$ cat src/rtl/bp_pkg.sv
// Shared types and helpers for the branch target predictor: PC field extraction and saturating arithmetic.
// Pure functions; no state, no latency, no flow control.
package bp_pkg;

  typedef logic [31:0] word_t;

  localparam int unsigned IDX_MAX_W = 8;
  localparam int unsigned TAG_MAX_W = 30;

  // Word-aligned index: the two byte-offset bits never select an entry.
  function automatic logic [IDX_MAX_W-1:0] bp_index(word_t pc, int unsigned idx_w);
    word_t mask;
    word_t v;
    mask = (word_t'(1) << idx_w) - word_t'(1);
    v    = (pc >> 2) & mask;
    return v[IDX_MAX_W-1:0];
  endfunction

  function automatic logic [TAG_MAX_W-1:0] bp_tag(word_t pc, int unsigned idx_w, int unsigned tag_w);
    word_t mask;
    word_t v;
    mask = (word_t'(1) << tag_w) - word_t'(1);
    v    = (pc >> (idx_w + 2)) & mask;
    return v[TAG_MAX_W-1:0];
  endfunction

  function automatic word_t sat_inc(word_t v, word_t max);
    return (v >= max) ? max : v + word_t'(1);
  endfunction

  function automatic word_t sat_dec(word_t v);
    return (v == '0) ? '0 : v - word_t'(1);
  endfunction

endpackage

$ cat src/rtl/bp_sat_counter.sv
// Next-value logic for a W-bit saturating counter with increment, decrement and load.
// Combinational; the caller owns the register. Load has priority; inc and dec together hold.
module bp_sat_counter
  import bp_pkg::*;
#(
  parameter int unsigned W = 2
) (
  input  logic [W-1:0] cur_i,
  input  logic         inc_i,
  input  logic         dec_i,
  input  logic         load_i,
  input  logic [W-1:0] load_val_i,
  output logic [W-1:0] nxt_o
);

  localparam word_t MAX = word_t'({W{1'b1}});

  word_t cur_ext;
  word_t res;

  always_comb begin
    cur_ext = word_t'(cur_i);
    res     = cur_ext;
    if (load_i) begin
      res = word_t'(load_val_i);
    end else if (inc_i && !dec_i) begin
      res = sat_inc(cur_ext, MAX);
    end else if (dec_i && !inc_i) begin
      res = sat_dec(cur_ext);
    end
  end

  assign nxt_o = res[W-1:0];

endmodule

$ cat src/rtl/branch_target_predictor.sv
// Direct-mapped BTB with partial tags and saturating direction counters; lookup is combinational,
// updates land on the next rising CLK edge (one per cycle, never stalls). Saturating branch/mispredict stats.
module branch_target_predictor
  import bp_pkg::*;
#(
  parameter int unsigned ENTRIES = 16,
  parameter int unsigned TAG_W   = 8,
  parameter int unsigned CNT_W   = 2,
  parameter int unsigned STAT_W  = 32,
  localparam int unsigned IDX_W  = $clog2(ENTRIES)
) (
  input  logic              CLK,
  input  logic              nRST,
  input  word_t             lookup_pc,
  output logic              hit,
  output logic              predict_taken,
  output word_t             predict_target,
  output logic [IDX_W-1:0]  pred_index,
  input  logic              upd_valid,
  input  word_t             upd_pc,
  input  logic              upd_taken,
  input  word_t             upd_target,
  input  logic              upd_mispredict,
  input  logic              invalidate,
  output logic [STAT_W-1:0] stat_branches,
  output logic [STAT_W-1:0] stat_mispredicts
);

  localparam logic [CNT_W-1:0] CNT_WEAK_TAKEN = CNT_W'(1) << (CNT_W - 1);

  logic              valid_q  [ENTRIES];
  logic [TAG_W-1:0]  tag_q    [ENTRIES];
  word_t             target_q [ENTRIES];
  logic [CNT_W-1:0]  cnt_q    [ENTRIES];

  logic [STAT_W-1:0] br_q, br_d;
  logic [STAT_W-1:0] mp_q, mp_d;

  // Lookup side
  logic [IDX_W-1:0] lk_idx;
  logic [TAG_W-1:0] lk_tag;
  logic             lk_hit;

  assign lk_idx = IDX_W'(bp_index(lookup_pc, IDX_W));
  assign lk_tag = TAG_W'(bp_tag(lookup_pc, IDX_W, TAG_W));
  assign lk_hit = valid_q[lk_idx] && (tag_q[lk_idx] == lk_tag);

  assign hit            = lk_hit;
  assign predict_taken  = lk_hit && cnt_q[lk_idx][CNT_W-1];
  assign predict_target = lk_hit ? target_q[lk_idx] : '0;
  assign pred_index     = lk_idx;

  // Update side
  logic [IDX_W-1:0] up_idx;
  logic [TAG_W-1:0] up_tag;
  logic             up_hit;
  logic             up_alloc;
  logic             ent_we;
  logic [CNT_W-1:0] cnt_cur;
  logic [CNT_W-1:0] cnt_d;

  assign up_idx = IDX_W'(bp_index(upd_pc, IDX_W));
  assign up_tag = TAG_W'(bp_tag(upd_pc, IDX_W, TAG_W));

  always_comb begin
    up_hit   = valid_q[up_idx] && (tag_q[up_idx] == up_tag);
    cnt_cur  = cnt_q[up_idx];
    up_alloc = !up_hit && upd_taken;
    // A not-taken miss leaves the entry alone; invalidate drops the write entirely.
    ent_we   = upd_valid && !invalidate && (up_hit || upd_taken);
  end

  bp_sat_counter #(.W(CNT_W)) u_entry_cnt (
    .cur_i      (cnt_cur),
    .inc_i      (up_hit && upd_taken),
    .dec_i      (up_hit && !upd_taken),
    .load_i     (up_alloc),
    .load_val_i (CNT_WEAK_TAKEN),
    .nxt_o      (cnt_d)
  );

  always_ff @(posedge CLK or negedge nRST) begin
    if (!nRST) begin
      for (int i = 0; i < int'(ENTRIES); i++) begin
        valid_q[i]  <= 1'b0;
        tag_q[i]    <= '0;
        target_q[i] <= '0;
        cnt_q[i]    <= '0;
      end
    end else if (invalidate) begin
      for (int i = 0; i < int'(ENTRIES); i++) begin
        valid_q[i] <= 1'b0;
      end
    end else if (ent_we) begin
      cnt_q[up_idx] <= cnt_d;
      if (upd_taken) begin
        target_q[up_idx] <= upd_target;
      end
      if (up_alloc) begin
        valid_q[up_idx] <= 1'b1;
        tag_q[up_idx]   <= up_tag;
      end
    end
  end

  // Statistics count every resolved branch, even one whose entry write was dropped by invalidate.
  bp_sat_counter #(.W(STAT_W)) u_stat_br (
    .cur_i      (br_q),
    .inc_i      (upd_valid),
    .dec_i      (1'b0),
    .load_i     (1'b0),
    .load_val_i ('0),
    .nxt_o      (br_d)
  );

  bp_sat_counter #(.W(STAT_W)) u_stat_mp (
    .cur_i      (mp_q),
    .inc_i      (upd_valid && upd_mispredict),
    .dec_i      (1'b0),
    .load_i     (1'b0),
    .load_val_i ('0),
    .nxt_o      (mp_d)
  );

  always_ff @(posedge CLK or negedge nRST) begin
    if (!nRST) begin
      br_q <= '0;
      mp_q <= '0;
    end else begin
      br_q <= br_d;
      mp_q <= mp_d;
    end
  end

  assign stat_branches    = br_q;
  assign stat_mispredicts = mp_q;

endmodule

$ cat config.mk
export PLATFORM = sky130hd
export DESIGN_NAME = branch_target_predictor
export DESIGN_NICKNAME = d
export VERILOG_FILES = /design/src/rtl/bp_pkg.sv /design/src/rtl/bp_sat_counter.sv /design/src/rtl/branch_target_predictor.sv
export SDC_FILE = /design/constraint.sdc
export NUM_CORES = 1
export LEC_CHECK = 0
export ABC_AREA = 1
export CELL_PAD_IN_SITES_DETAIL_PLACEMENT = 1
export CELL_PAD_IN_SITES_GLOBAL_PLACEMENT = 2
export CORE_ASPECT_RATIO = 1.1
export CORE_MARGIN = 2
export CORE_UTILIZATION = 33
export DETAILED_ROUTE_END_ITERATION = 10
export PLACE_DENSITY = 0.8
export SYNTH_ARGS = -nofsm -noshare
export SYNTH_HDL_FRONTEND = slang
export SYNTH_SLANG_ARGS = --single-unit
$ cat constraint.sdc
create_clock -name CLK -period 2.5 [get_ports CLK]
set_input_delay 0.375 -clock CLK [delete_from_list [all_inputs] [get_ports CLK]]
set_output_delay 0.375 -clock CLK [all_outputs]
set_load 0.05 [all_outputs]
==> results.sh <==
export IMPL_synth_common_cells="sky130_fd_sc_hd__nand2_1 (1415), sky130_fd_sc_hd__o21ai_0 (798), sky130_fd_sc_hd__dfrtp_1 (752)"
export IMPL_synth_top_area_cell="sky130_fd_sc_hd__dfrtp_1"
export IMPL_postLayoutCellArea_mm2=0.0470
export IMPL_path_clk_slew_ns=0.06
export IMPL_synth_edff_count=0
export IMPL_critical_path_class="flip-flop to output pin"
export IMPL_hp_class="primary input to async pin"
export IMPL_timing_setup_tns_ns=-25.88
export IMPL_multi_input_area_mm2=0.0158
export IMPL_routedWlPerCell_um=21.4
export IMPL_outcome="complete, but fails checks"
export IMPL_cts_tree="done"
export IMPL_dieArea_mm2=0.112
export IMPL_floorplan_initialDensity_pct=33.4
export IMPL_route_detailed_drc=0
export IMPL_total_of_fill_cells_in_the_finished_design=12600
export IMPL_post_dp_cell_area_mm2=0.0432
export IMPL_finish_net_count=4924
export IMPL_areaGrowthSynthToFinish_pct=30.8
export IMPL_grt_util_all_layers_pct=24.1
export IMPL_cts_made_buffers=88
export IMPL_synth_most_common_cell="sky130_fd_sc_hd__nand2_1"
export IMPL_cp_max_fo=10
export IMPL_startpoint_of_the_most_critical_register_to_register_path="tag_q[58]"
export IMPL_place_detailed_hpwl_mm=87.9
export IMPL_first_global_vias=35400
export IMPL_floorplan_io_pins=204
export IMPL_synth_warnings=0
export IMPL_die_height_um=350
export IMPL_r2r_cells=18
export IMPL_seq_area_mm2=0.0188
export IMPL_timing_critical_path_from_type="flip-flop"
export IMPL_pwrdens_mw_per_mm2=722
export IMPL_synth_seq_area_share_pct=52.4
export IMPL_crit_path_end_kind="output pin"
export IMPL_timing_reg2reg_setup_slack_ns=0
export IMPL_worst_clock_skew_ns=0.0179
export IMPL_drive_above_1_share_pct=16.5
export IMPL_routed_via_count=33500
export IMPL_synthTopCellsByArea="sky130_fd_sc_hd__dfrtp_1 (52%), sky130_fd_sc_hd__nand2_1 (15%), sky130_fd_sc_hd__o21ai_0 (11%), sky130_fd_sc_hd__a21oi_1 (3.8%), sky130_fd_sc_hd__clkbuf_1 (2.8%)"
export IMPL_synth_fa_ha_area_share_pct=0.0696
export IMPL_timing_rr_end="cnt_q[19]"
export IMPL_synthesis_instances=4465
export IMPL_post_synth_and_or_nand_nor_area_fraction_pct=20.7
export IMPL_max_cap_viol_count=0
export IMPL_cts_path_max_buffers=3
export IMPL_report_power_total_uw=33900
export IMPL_synth_xor_area_share_pct=0.512
export IMPL_route_detailed_vias_per_inst=5.32
export IMPL_synthArstFlopShare_pct=100
export IMPL_arrival_ns=2.95
export IMPL_postSynthNetCount=4569
export IMPL_timing_final_crit_period_ns=3.32
export IMPL_finalWorstSetupSlack_ns=-0.824
export IMPL_violations="negative setup slack"
export IMPL_clock_latency_ns=0.66
export IMPL_first_pass_grt_wire_length_mm=212
export IMPL_max_freq_mhz=301
export IMPL_clock_root_buffer="sky130_fd_sc_hd__clkbuf_16"
export IMPL_timing_final_hold_violations=0
export IMPL_place_port_buffers=163
export IMPL_detail_route_first_pass_iterations=5
export IMPL_netlist_area_mm2=0.0359
export IMPL_max_slew_worst_pin_slew_ns=1.02
export IMPL_final_core_utilization_pct=43.7
export IMPL_ir_worst_vdd_uv=624
export IMPL_clock_tree_htree_level_count=3
export IMPL_remaining_antenna_violation_count=0
export IMPL_yosys_cell_types_count=48
export IMPL_grt_setup_unrepaired="yes"
export IMPL_timing_max_transition_violations_final=0
export IMPL_maxSlewHeadroom_pct=31.4
export IMPL_avgSynthCellArea_um2=8.05
export IMPL_finalSetupViolCount=36
export IMPL_number_of_antenna_violations_at_the_first_check_in_global_routing=1
export IMPL_main_combinational_cell_family_by_area_after_synthesis="simple AND/OR/NAND/NOR gates"
export IMPL_rows=126
export IMPL_synth_register_bits=752
export IMPL_synth_largest_type_area_fraction_pct=52.4
export IMPL_post_route_fraction_of_the_period_consumed_by_the_critical_path_pct=133
export IMPL_iteration_0_drc_count_of_the_detailed_router=2233
export IMPL_maximum_number_of_pins_on_one_net_before_global_route_repair=101
export IMPL_core_area_mm2=0.108
export IMPL_cellLeakagePower_uw=0.0214
export IMPL_yosys_most_used_dff="sky130_fd_sc_hd__dfrtp_1"
export IMPL_final_wirelength_mm=135
export IMPL_synthMuxAreaShare_pct=0.0279
export IMPL_die_w_um=319
export IMPL_grt_ovfl_total=0
export IMPL_synth_compound_gate_area_share_pct=20.3
export IMPL_numClockSinks=752
export IMPL_worst_endpoint_required_ns=2.12
export IMPL_gp_congestion=0.857
how the worst max path moves through the flow:
stage          slack [ns]         start  cells past startpoint            endpoint
2_1_floorplan       -0.19  lookup_pc[2]                     12  predict_target[10]
3_3_place_gp        -0.68  lookup_pc[5]                     11   predict_target[6]
3_5_place_dp        -0.72     upd_pc[3]                     17           tag_q[58]
4_1_cts             -0.87     tag_q[73]                     12   predict_target[0]
5_1_grt             -0.92    tag_q[126]                     17  predict_target[21]
6_report            -0.82    tag_q[108]                     13  predict_target[25]
stage by stage:
stage / worst slack (ns) / hold WS, ns / std cells
finish: -0.824 / 0.261 / 6300
global route: -0.924 / 0.272 / 6299
CTS: -0.867 / 0.232 / 6285
detailed placement: -0.723 / 0.365 / 6110
global placement: -0.680 / 0.365 / 6110
floorplan: -0.191 / 0.0794 / 4465
sequential cells by signal, summed over array words and instances, names as in the netlist:
| signal | count |
|---|---|
| stat_branches | 32 |
| stat_mispredicts | 32 |
| valid_q | 16 |
| cnt_q | 32 |
| target_q | 512 |
| tag_q | 128 |
routing by layer:
metal	up-vias	track usage, %	wire length [µm]
met5	-	0	8
met1	17000	32.4	60800
li1	15700	-	-
met3	179	2.74	5640
met4	2	6.84	3310
met2	689	41.0	65100
layout make-up:
cell class                      count  area share, %
Sequential cell                   752           40.1
Clock buffer                      123           5.42
Clock inverter                     38           1.08
Antenna cell                        1        0.00532
Inverter                          205           1.69
Timing Repair Buffer              600           14.3
Tap cell                         1408           3.75
Multi-Input combinational cell   3173           33.7
power by group:
group          total (µW)  internal (µW)  leakage (µW)  switching, µW
logic                5600           2170       0.00996           3440
clock network       13700           8160       0.00151           5510
registers           14700          13700       0.00993            956
cell usage in the layout (no fill, tap or decap), drive strengths merged, types with 2 or more instances in the layout:
cell type,instances
a21oi,273
a221o,19
a221oi,72
a22oi,16
a31oi,2
a32o,9
buf,472
bufinv,10
clkbuf,128
clkdlybuf4s50,121
clkinv,27
dfrtp,752
ha,2
inv,205
nand2,1420
nand3,158
nand4,22
nor2,156
nor3,51
nor4,8
o211ai,43
o21ai,833
o221ai,8
o22ai,8
o31ai,19
o32ai,14
or2,12
xnor2,7
xor2,14
logic make-up (layout without fill, tap and decap cells):
kind of cell	Yosys count	in the layout
fa+ha+maj	2	2
flops	752	752
other cells	0	1
simple gates	1829	1831
mux	1	1
xor+xnor	21	21
compound gates	1318	1318
buf+inv	542	966
critical path, stage by stage, from the launching register on:
cell                      delay (ns)
sky130_fd_sc_hd__dfrtp_1        0.40
sky130_fd_sc_hd__inv_2          0.09
sky130_fd_sc_hd__a21oi_2        0.05
sky130_fd_sc_hd__o21ai_1        0.09
sky130_fd_sc_hd__nand3_1        0.14
sky130_fd_sc_hd__nand3_2        0.16
sky130_fd_sc_hd__nand2_2        0.08
sky130_fd_sc_hd__xor2_1         0.14
sky130_fd_sc_hd__nor2_1         0.19
sky130_fd_sc_hd__nand3_4        0.10
sky130_fd_sc_hd__buf_12         0.17
sky130_fd_sc_hd__buf_8          0.17
sky130_fd_sc_hd__nor3_4         0.29
sky130_fd_sc_hd__buf_12         0.18
what timing repair did:
action | 4_1_cts | 5_1_grt
cloned | 4 | 8
buffers inserted | 10 | 7
endpoints found under the setup margin | 153 | 240
endpoints found under the hold margin | 43 | 0
hold buffers | 1 | 0
pin swaps | 32 | 47
resized for setup | 51 | 72
No activity file was read; power rests on OpenSTA's default activity.
